**src/rtl/mips_pkg.sv**
```systemverilog
// Shared definitions for the MULT/DIV unit, its decoder and the hazard unit.
package mips_pkg;

  localparam int MD_WIDTH = 32;
  localparam int MD_ITER  = MD_WIDTH;

  typedef enum logic [1:0] {
    MD_MULT  = 2'b00,
    MD_MULTU = 2'b01,
    MD_DIV   = 2'b10,
    MD_DIVU  = 2'b11
  } md_op_t;

  typedef enum logic [1:0] {
    MD_IDLE = 2'b00,
    MD_CALC = 2'b01,
    MD_FIX  = 2'b10
  } md_state_t;

  function automatic logic md_is_div(input md_op_t op);
    return (op == MD_DIV) || (op == MD_DIVU);
  endfunction

  function automatic logic md_is_signed(input md_op_t op);
    return (op == MD_MULT) || (op == MD_DIV);
  endfunction

endpackage

```
**src/rtl/md_step.sv**
```systemverilog
// One iteration of radix-2 shift-add multiply or restoring divide on {upper, lower}.
module md_step #(
  parameter int WIDTH = 32
) (
  input  logic               is_div,
  input  logic [2*WIDTH-1:0] acc,
  input  logic [WIDTH-1:0]   opnd,
  output logic [2*WIDTH-1:0] acc_next
);

  logic [WIDTH:0] sum_s;
  logic [WIDTH:0] shrem_s;
  logic [WIDTH:0] diff_s;

  // Next accumulator: multiply shifts right through the carry, divide shifts left in a quotient bit
  always_comb begin
    sum_s    = {1'b0, acc[2*WIDTH-1:WIDTH]} + {1'b0, opnd};
    shrem_s  = acc[2*WIDTH-1:WIDTH-1];
    diff_s   = shrem_s - {1'b0, opnd};
    acc_next = {(2*WIDTH){1'b0}};
    if (is_div) begin
      if (!diff_s[WIDTH]) begin
        acc_next = {diff_s[WIDTH-1:0], acc[WIDTH-2:0], 1'b1};
      end else begin
        acc_next = {shrem_s[WIDTH-1:0], acc[WIDTH-2:0], 1'b0};
      end
    end else begin
      if (acc[0]) begin
        acc_next = {sum_s, acc[WIDTH-1:1]};
      end else begin
        acc_next = {1'b0, acc[2*WIDTH-1:1]};
      end
    end
  end

endmodule

```
**src/rtl/mult_div_unit.sv**
```systemverilog
// Multi-cycle MULT/MULTU/DIV/DIVU unit owning the architectural HI/LO registers.
module mult_div_unit
  import mips_pkg::*;
#(
  parameter int WIDTH = 32
) (
  input  logic             clk,
  input  logic             reset_n,
  input  logic             start,
  input  logic [1:0]       op,
  input  logic [WIDTH-1:0] a,
  input  logic [WIDTH-1:0] b,
  input  logic             flush,
  input  logic             hi_we,
  input  logic             lo_we,
  input  logic [WIDTH-1:0] wdata,
  output logic             busy,
  output logic             done,
  output logic [WIDTH-1:0] hi,
  output logic [WIDTH-1:0] lo
);

  localparam int ITER = WIDTH;
  localparam int CW   = $clog2(ITER);

  md_state_t          state_r, state_s;
  md_op_t             op_r;
  logic [CW-1:0]      cnt_r;
  logic               ld_r;
  logic [WIDTH-1:0]   a_r, b_r, opnd_r;
  logic [2*WIDTH-1:0] acc_r, step_s, prod_s;
  logic               neg_q_r, neg_r_r, dz_r;
  logic               busy_r, done_r;
  logic [WIDTH-1:0]   hi_r, lo_r, hi_s, lo_s;
  logic               div_s, sgn_s;
  logic [WIDTH-1:0]   mag_a_s, mag_b_s, quo_s, rem_s;

  md_step #(.WIDTH(WIDTH)) u_step (
    .is_div   (div_s),
    .acc      (acc_r),
    .opnd     (opnd_r),
    .acc_next (step_s)
  );

  // State register
  always_ff @(posedge clk or negedge reset_n) begin
    if (!reset_n) begin
      state_r <= MD_IDLE;
    end else begin
      state_r <= state_s;
    end
  end

  // Next state: first CALC cycle loads magnitudes, then ITER steps; flush always returns to IDLE
  always_comb begin
    state_s = state_r;
    case (state_r)
      MD_IDLE: begin
        if (start && !flush) state_s = MD_CALC;
        else                 state_s = MD_IDLE;
      end
      MD_CALC: begin
        if (flush)                             state_s = MD_IDLE;
        else if (!ld_r && cnt_r == {CW{1'b0}}) state_s = MD_FIX;
        else                                   state_s = MD_CALC;
      end
      MD_FIX:  state_s = MD_IDLE;
      default: state_s = MD_IDLE;
    endcase
  end

  // Operands are captured raw so the negators stay off the forwarded rs/rt path
  always_comb begin
    div_s   = md_is_div(op_r);
    sgn_s   = md_is_signed(op_r);
    mag_a_s = (sgn_s && a_r[WIDTH-1]) ? -a_r : a_r;
    mag_b_s = (sgn_s && b_r[WIDTH-1]) ? -b_r : b_r;
  end

  // Operand capture, magnitude load and iteration
  always_ff @(posedge clk or negedge reset_n) begin
    if (!reset_n) begin
      op_r    <= MD_MULT;
      a_r     <= {WIDTH{1'b0}};
      b_r     <= {WIDTH{1'b0}};
      opnd_r  <= {WIDTH{1'b0}};
      acc_r   <= {(2*WIDTH){1'b0}};
      cnt_r   <= {CW{1'b0}};
      ld_r    <= 1'b0;
      neg_q_r <= 1'b0;
      neg_r_r <= 1'b0;
      dz_r    <= 1'b0;
    end else begin
      case (state_r)
        MD_IDLE: begin
          if (start && !flush) begin
            op_r  <= md_op_t'(op);
            a_r   <= a;
            b_r   <= b;
            ld_r  <= 1'b1;
            cnt_r <= CW'(ITER - 1);
          end
        end
        MD_CALC: begin
          if (ld_r) begin
            ld_r    <= 1'b0;
            acc_r   <= {{WIDTH{1'b0}}, (div_s ? mag_a_s : mag_b_s)};
            opnd_r  <= div_s ? mag_b_s : mag_a_s;
            neg_q_r <= sgn_s & (a_r[WIDTH-1] ^ b_r[WIDTH-1]);
            neg_r_r <= sgn_s & div_s & a_r[WIDTH-1];
            dz_r    <= div_s & (b_r == {WIDTH{1'b0}});
          end else begin
            acc_r <= step_s;
            cnt_r <= cnt_r - 1'b1;
          end
        end
        default: begin
        end
      endcase
    end
  end

  // Sign fixup; a zero divisor leaves |a| as remainder, so re-signing it restores a
  always_comb begin
    prod_s = neg_q_r ? -acc_r : acc_r;
    quo_s  = neg_q_r ? -acc_r[WIDTH-1:0] : acc_r[WIDTH-1:0];
    rem_s  = neg_r_r ? -acc_r[2*WIDTH-1:WIDTH] : acc_r[2*WIDTH-1:WIDTH];
    if (div_s) begin
      hi_s = rem_s;
      lo_s = dz_r ? {WIDTH{1'b1}} : quo_s;
    end else begin
      hi_s = prod_s[2*WIDTH-1:WIDTH];
      lo_s = prod_s[WIDTH-1:0];
    end
  end

  // HI/LO, busy and done; a flush in FIX suppresses the result write
  always_ff @(posedge clk or negedge reset_n) begin
    if (!reset_n) begin
      hi_r   <= {WIDTH{1'b0}};
      lo_r   <= {WIDTH{1'b0}};
      busy_r <= 1'b0;
      done_r <= 1'b0;
    end else begin
      busy_r <= (state_s != MD_IDLE);
      done_r <= 1'b0;
      if (state_r == MD_FIX && !flush) begin
        hi_r   <= hi_s;
        lo_r   <= lo_s;
        done_r <= 1'b1;
      end else if (state_r == MD_IDLE) begin
        if (hi_we) hi_r <= wdata;
        if (lo_we) lo_r <= wdata;
      end
    end
  end

  assign busy = busy_r;
  assign done = done_r;
  assign hi   = hi_r;
  assign lo   = lo_r;

endmodule
```
**config.mk**
```make
export PLATFORM = sky130hd
export DESIGN_NAME = mult_div_unit
export DESIGN_NICKNAME = d
export VERILOG_FILES = /design/src/rtl/mips_pkg.sv /design/src/rtl/md_step.sv /design/src/rtl/mult_div_unit.sv
export SDC_FILE = /design/constraint.sdc
export NUM_CORES = 1
export LEC_CHECK = 0
export BUFFER_PORTS_ARGS = -buffer_cell sky130_fd_sc_hd__buf_2
export CORE_MARGIN = 2
export CORE_UTILIZATION = 50
export DETAILED_ROUTE_END_ITERATION = 8
export PLACE_DENSITY_LB_ADDON = 0.3
export SLEW_MARGIN = 15
export SYNTH_ARGS = -nofsm -noshare
export SYNTH_HDL_FRONTEND = slang
export SYNTH_HIERARCHICAL = 1
export SYNTH_SLANG_ARGS = --single-unit
```
**constraint.sdc**
```tcl
create_clock -name clk -period 4.3 [get_ports clk]
set_clock_uncertainty 0.2 [all_clocks]
set_input_delay 0.215 -clock clk [delete_from_list [all_inputs] [get_ports clk]]
set_output_delay 0.215 -clock clk [all_outputs]
set_load 0.005 [all_outputs]
```
==> run metrics <==
Final min period=between 4000 and 5000 ps; worst-path maximum fanout=14; top cell type's share of synthesized area=about 33%; most common cell after layout, fill and taps aside=nand2_1; switch share=48.9%; P_sw=between 8 and 9 mW; final net count=~2.6k; H-tree levels=1; DR WL/cell=between 20 and 25 um; IR drop worst, VDD=0.386 mV; clk slew on worst S/H paths=60 ps; leading area contributor after synthesis=dfrtp_1; CP arrival=about 4200 ps; CP top delay family=simple AND/OR/NAND/NOR gates; initial core utilization=50.8%; cell-internal power=~8.6 mW; design area=0.0214 mm2; vias in the first global route=between 15k and 20k; drt initial violations=between 1.5k and 2k; final core utilization=60.1%; chip width=about 190 um; CTS Buffer Depth=3; pin count of the biggest net entering global routing=135; DP Worst Slack=307 ps; Worst path slowest cell=fa_1; Yosys warning total=6; sequential area share after synthesis=33.1%; area delta synth->final=18.4%; relative slew slack=a little under a third; via/cell ratio=6.19; Worst Slack Setup Final=271 ps; CP Launch Type=flop; initial antenna violation count=1; Setup CP Type=reg -> reg; final hold vios=0; Async SR Flop Fraction=100%; Comb power frac=61.9%; top post-synthesis cells by area=dfrtp_1 33%, nand2_1 8.6%, xnor2_1 5.2%; number of port buffers=169; crit-path max cell delay=400 ps; via count=roughly 18k; Reg power frac=roughly a quarter; Total GRT Usage=between 30% and 40%; CTS Buf Count=27; max-cap viol count=0; clk_lat worst skew=570 ps; Num Clock Sinks=239; Syn Std Cell Area=0.0181 mm2; Bufs and invs on worst path=2; Post-DP Area=between 0.015 and 0.02 mm2; Fmax=0.248 GHz; Core ar.=between 0.03 and 0.04 mm2; First-pass DRT Iterations=5; synthesized flop and latch total=239; Setup Viol. Count Final=0; TritonCTS clock tree=yes; number of diodes=0; post-route DRC violation count=0; GPL Wtd Cong=0.970; antenna viol nets, final=0; highest-count cells in the layout ignoring fill and taps=414 x nand2_1, 238 x dfrtp_1, 168 x buf_2, 160 x a21oi_1, 156 x o21ai_0; drt total wl=63500 um; Leakage=9.72 nW; worst path required time=4510 ps; worst path cell trace=inv_1 -> ha_1 -> fa_1 -> nand2b_1 -> a21oi_2 -> a2111oi_1 -> o21a_1 -> nor4_2 -> o21ai_1 -> mux2_4 -> nor2_8 -> buf_4 -> mux2i_1 -> a21oi_1 -> nand2_1 -> o21ai_0; Pins Over Slew Limit=0; global-route wire length before repair=approximately 99000 um; Die Span Y=194 um; clock root buffer=clkbuf_16; share of layout cells above drive strength 1=approximately 15%; RSZ-0062 raised after global routing=false; power consumption=16.7 mW; crit end category=flop; Die Area=0.0377 mm2; syn nets=between 2k and 2.5k; fin crit share=93.7%; status=finished, final reports clean; clock share of power=14.5%; standard-cell rows=just under 70; Worst Tran Pin Value=1040 ps; setup TNS=0 ps; unique cell type count in the Yosys netlist=88; Synth Area per Inst=approximately 8.2 um2; cell count after synthesis=2199; Tightest Hold Check Type=in -> async; Post-synth EDFFs=0; io pins=170; detailed placement HPWL=about 47000 um; GR Overflow Total=0; Primary FF master, synth=dfrtp_1; PD cells=between 700 and 800 mW/mm2
==> power groups by stage <==
stage,Clock [mW],Sequential [mW],Combinational [mW]
6_report,2.43,3.94,10.3
5_1_grt,2.54,4.01,11.2
4_1_cts,2.45,3.90,10.1
3_5_place_dp,0,3.95,9.97
3_3_place_gp,0,3.91,9.92
2_1_floorplan,0,3.61,7.15
==> cells in the mapped netlist, drive strengths merged (4+ instances only) <==
cell    count
o21bai      5
o41ai      14
nand4      16
nor3       38
or4        19
nor3b       5
inv        62
a22oi      16
nand4b      4
a32oi      21
o211ai     13
o21ai     161
a31oi      34
or3        14
a21o       26
o221ai     30
a21oi     163
nor2      102
nand2b     20
xnor2     107
xor2       66
mux2i      66
nor2b      44
o31a        7
ha         70
nand2     414
o21a       18
nor4       30
nand3      27
and3       20
or2        11
mux2       55
dfrtp     239
and2       12
a21boi      4
o31ai      24
buf        17
a211oi     38
clkbuf    114
o22ai       8
==> logic make-up (layout without fill, tap and decap cells) <==
logic type	after synthesis	after routing	share of synthesized area, %
AOI/OAI and AO/OA	605	605	21.3
xor gates and xnor gates	173	173	8.39
adders and majority gates	72	72	5.07
buffers and inverters	198	446	4.50
DFF	239	239	33.1
muxes	121	121	7.11
and+or+nand+nor	791	791	20.5
==> path summary, 6_finish.rpt <==
check	startpoint	to	slack, ps	cells after the start
worst max register to register	acc_r[31]$_DFFE_PN0P_	acc_r[34]$_DFFE_PN0P_	270	16
worst min-delay path	reset_n	acc_r[47]$_DFFE_PN0P_	40	2
min in group clk	b[14]	b_r[14]$_DFFE_PN0P_	160	4
worst max-delay path	acc_r[31]$_DFFE_PN0P_	acc_r[34]$_DFFE_PN0P_	270	16
max in group asynchronous	reset_n	lo[24]$_DFFE_PN0P_	2820	3
worst min register to register	cnt_r[0]$_DFFE_PN0P_	cnt_r[0]$_DFFE_PN0P_	310	1
==> through the flow <==
step / hold slack [ps] / instances
after floorplan: -281 / 2199
after global placement: 79.2 / 2759
after detailed placement: 78.1 / 2759
after CTS: 68.9 / 2908
after global routing: 102 / 2908
final: 41.0 / 2908
==> flip-flops by register name, indices dropped and copies added, names as in the netlist <==
name	count
acc_r	64
a_r	32
b_r	32
hi	32
lo	32
opnd_r	32
cnt_r	5
op_r	2
state_r	2
busy	1
done	1
dz_r	1
ld_r	1
neg_q_r	1
neg_r_r	1
==> per-layer routing <==
| metal | vias to the layer above | GRT usage [%] | wire length (um) |
|---|---|---|---|
| li1 | 8330 | - | - |
| met1 | 8631 | 45.1 | 26800 |
| met2 | 899 | 51.7 | 28200 |
| met3 | 143 | 4.37 | 5050 |
| met4 | 0 | 15.9 | 3400 |
| met5 | - | 0 | 0 |
==> worst register-to-register path: cells and delay by family, from the launching register on <==
kind / cells / cell delay (ps)
buffers and inverters: 2 / 320
adder cells (fa/ha/maj): 2 / 620
flip-flops: 1 / 350
AO/OA/AOI/OAI: 6 / 870
AND/OR/NAND/NOR: 4 / 940
multiplexers: 2 / 550
==> repair_timing <==
item,4_1_cts,5_1_grt
hold buffers,100,0
endpoints found under the hold margin,214,0
buffers inserted,0,0
gates resized for setup,0,0
==> area by class of cell <==
type | instances | area (um2)
clock inverter | 9 | 113
inverter | 65 | 244
tap | 461 | 577
timing repair buffer | 332 | 2380
sequential | 239 | 5980
fill | 3111 | 14200
clock buffer | 40 | 805
multi-input combinational | 1762 | 11300
No activity file was read; power rests on OpenSTA's default activity.
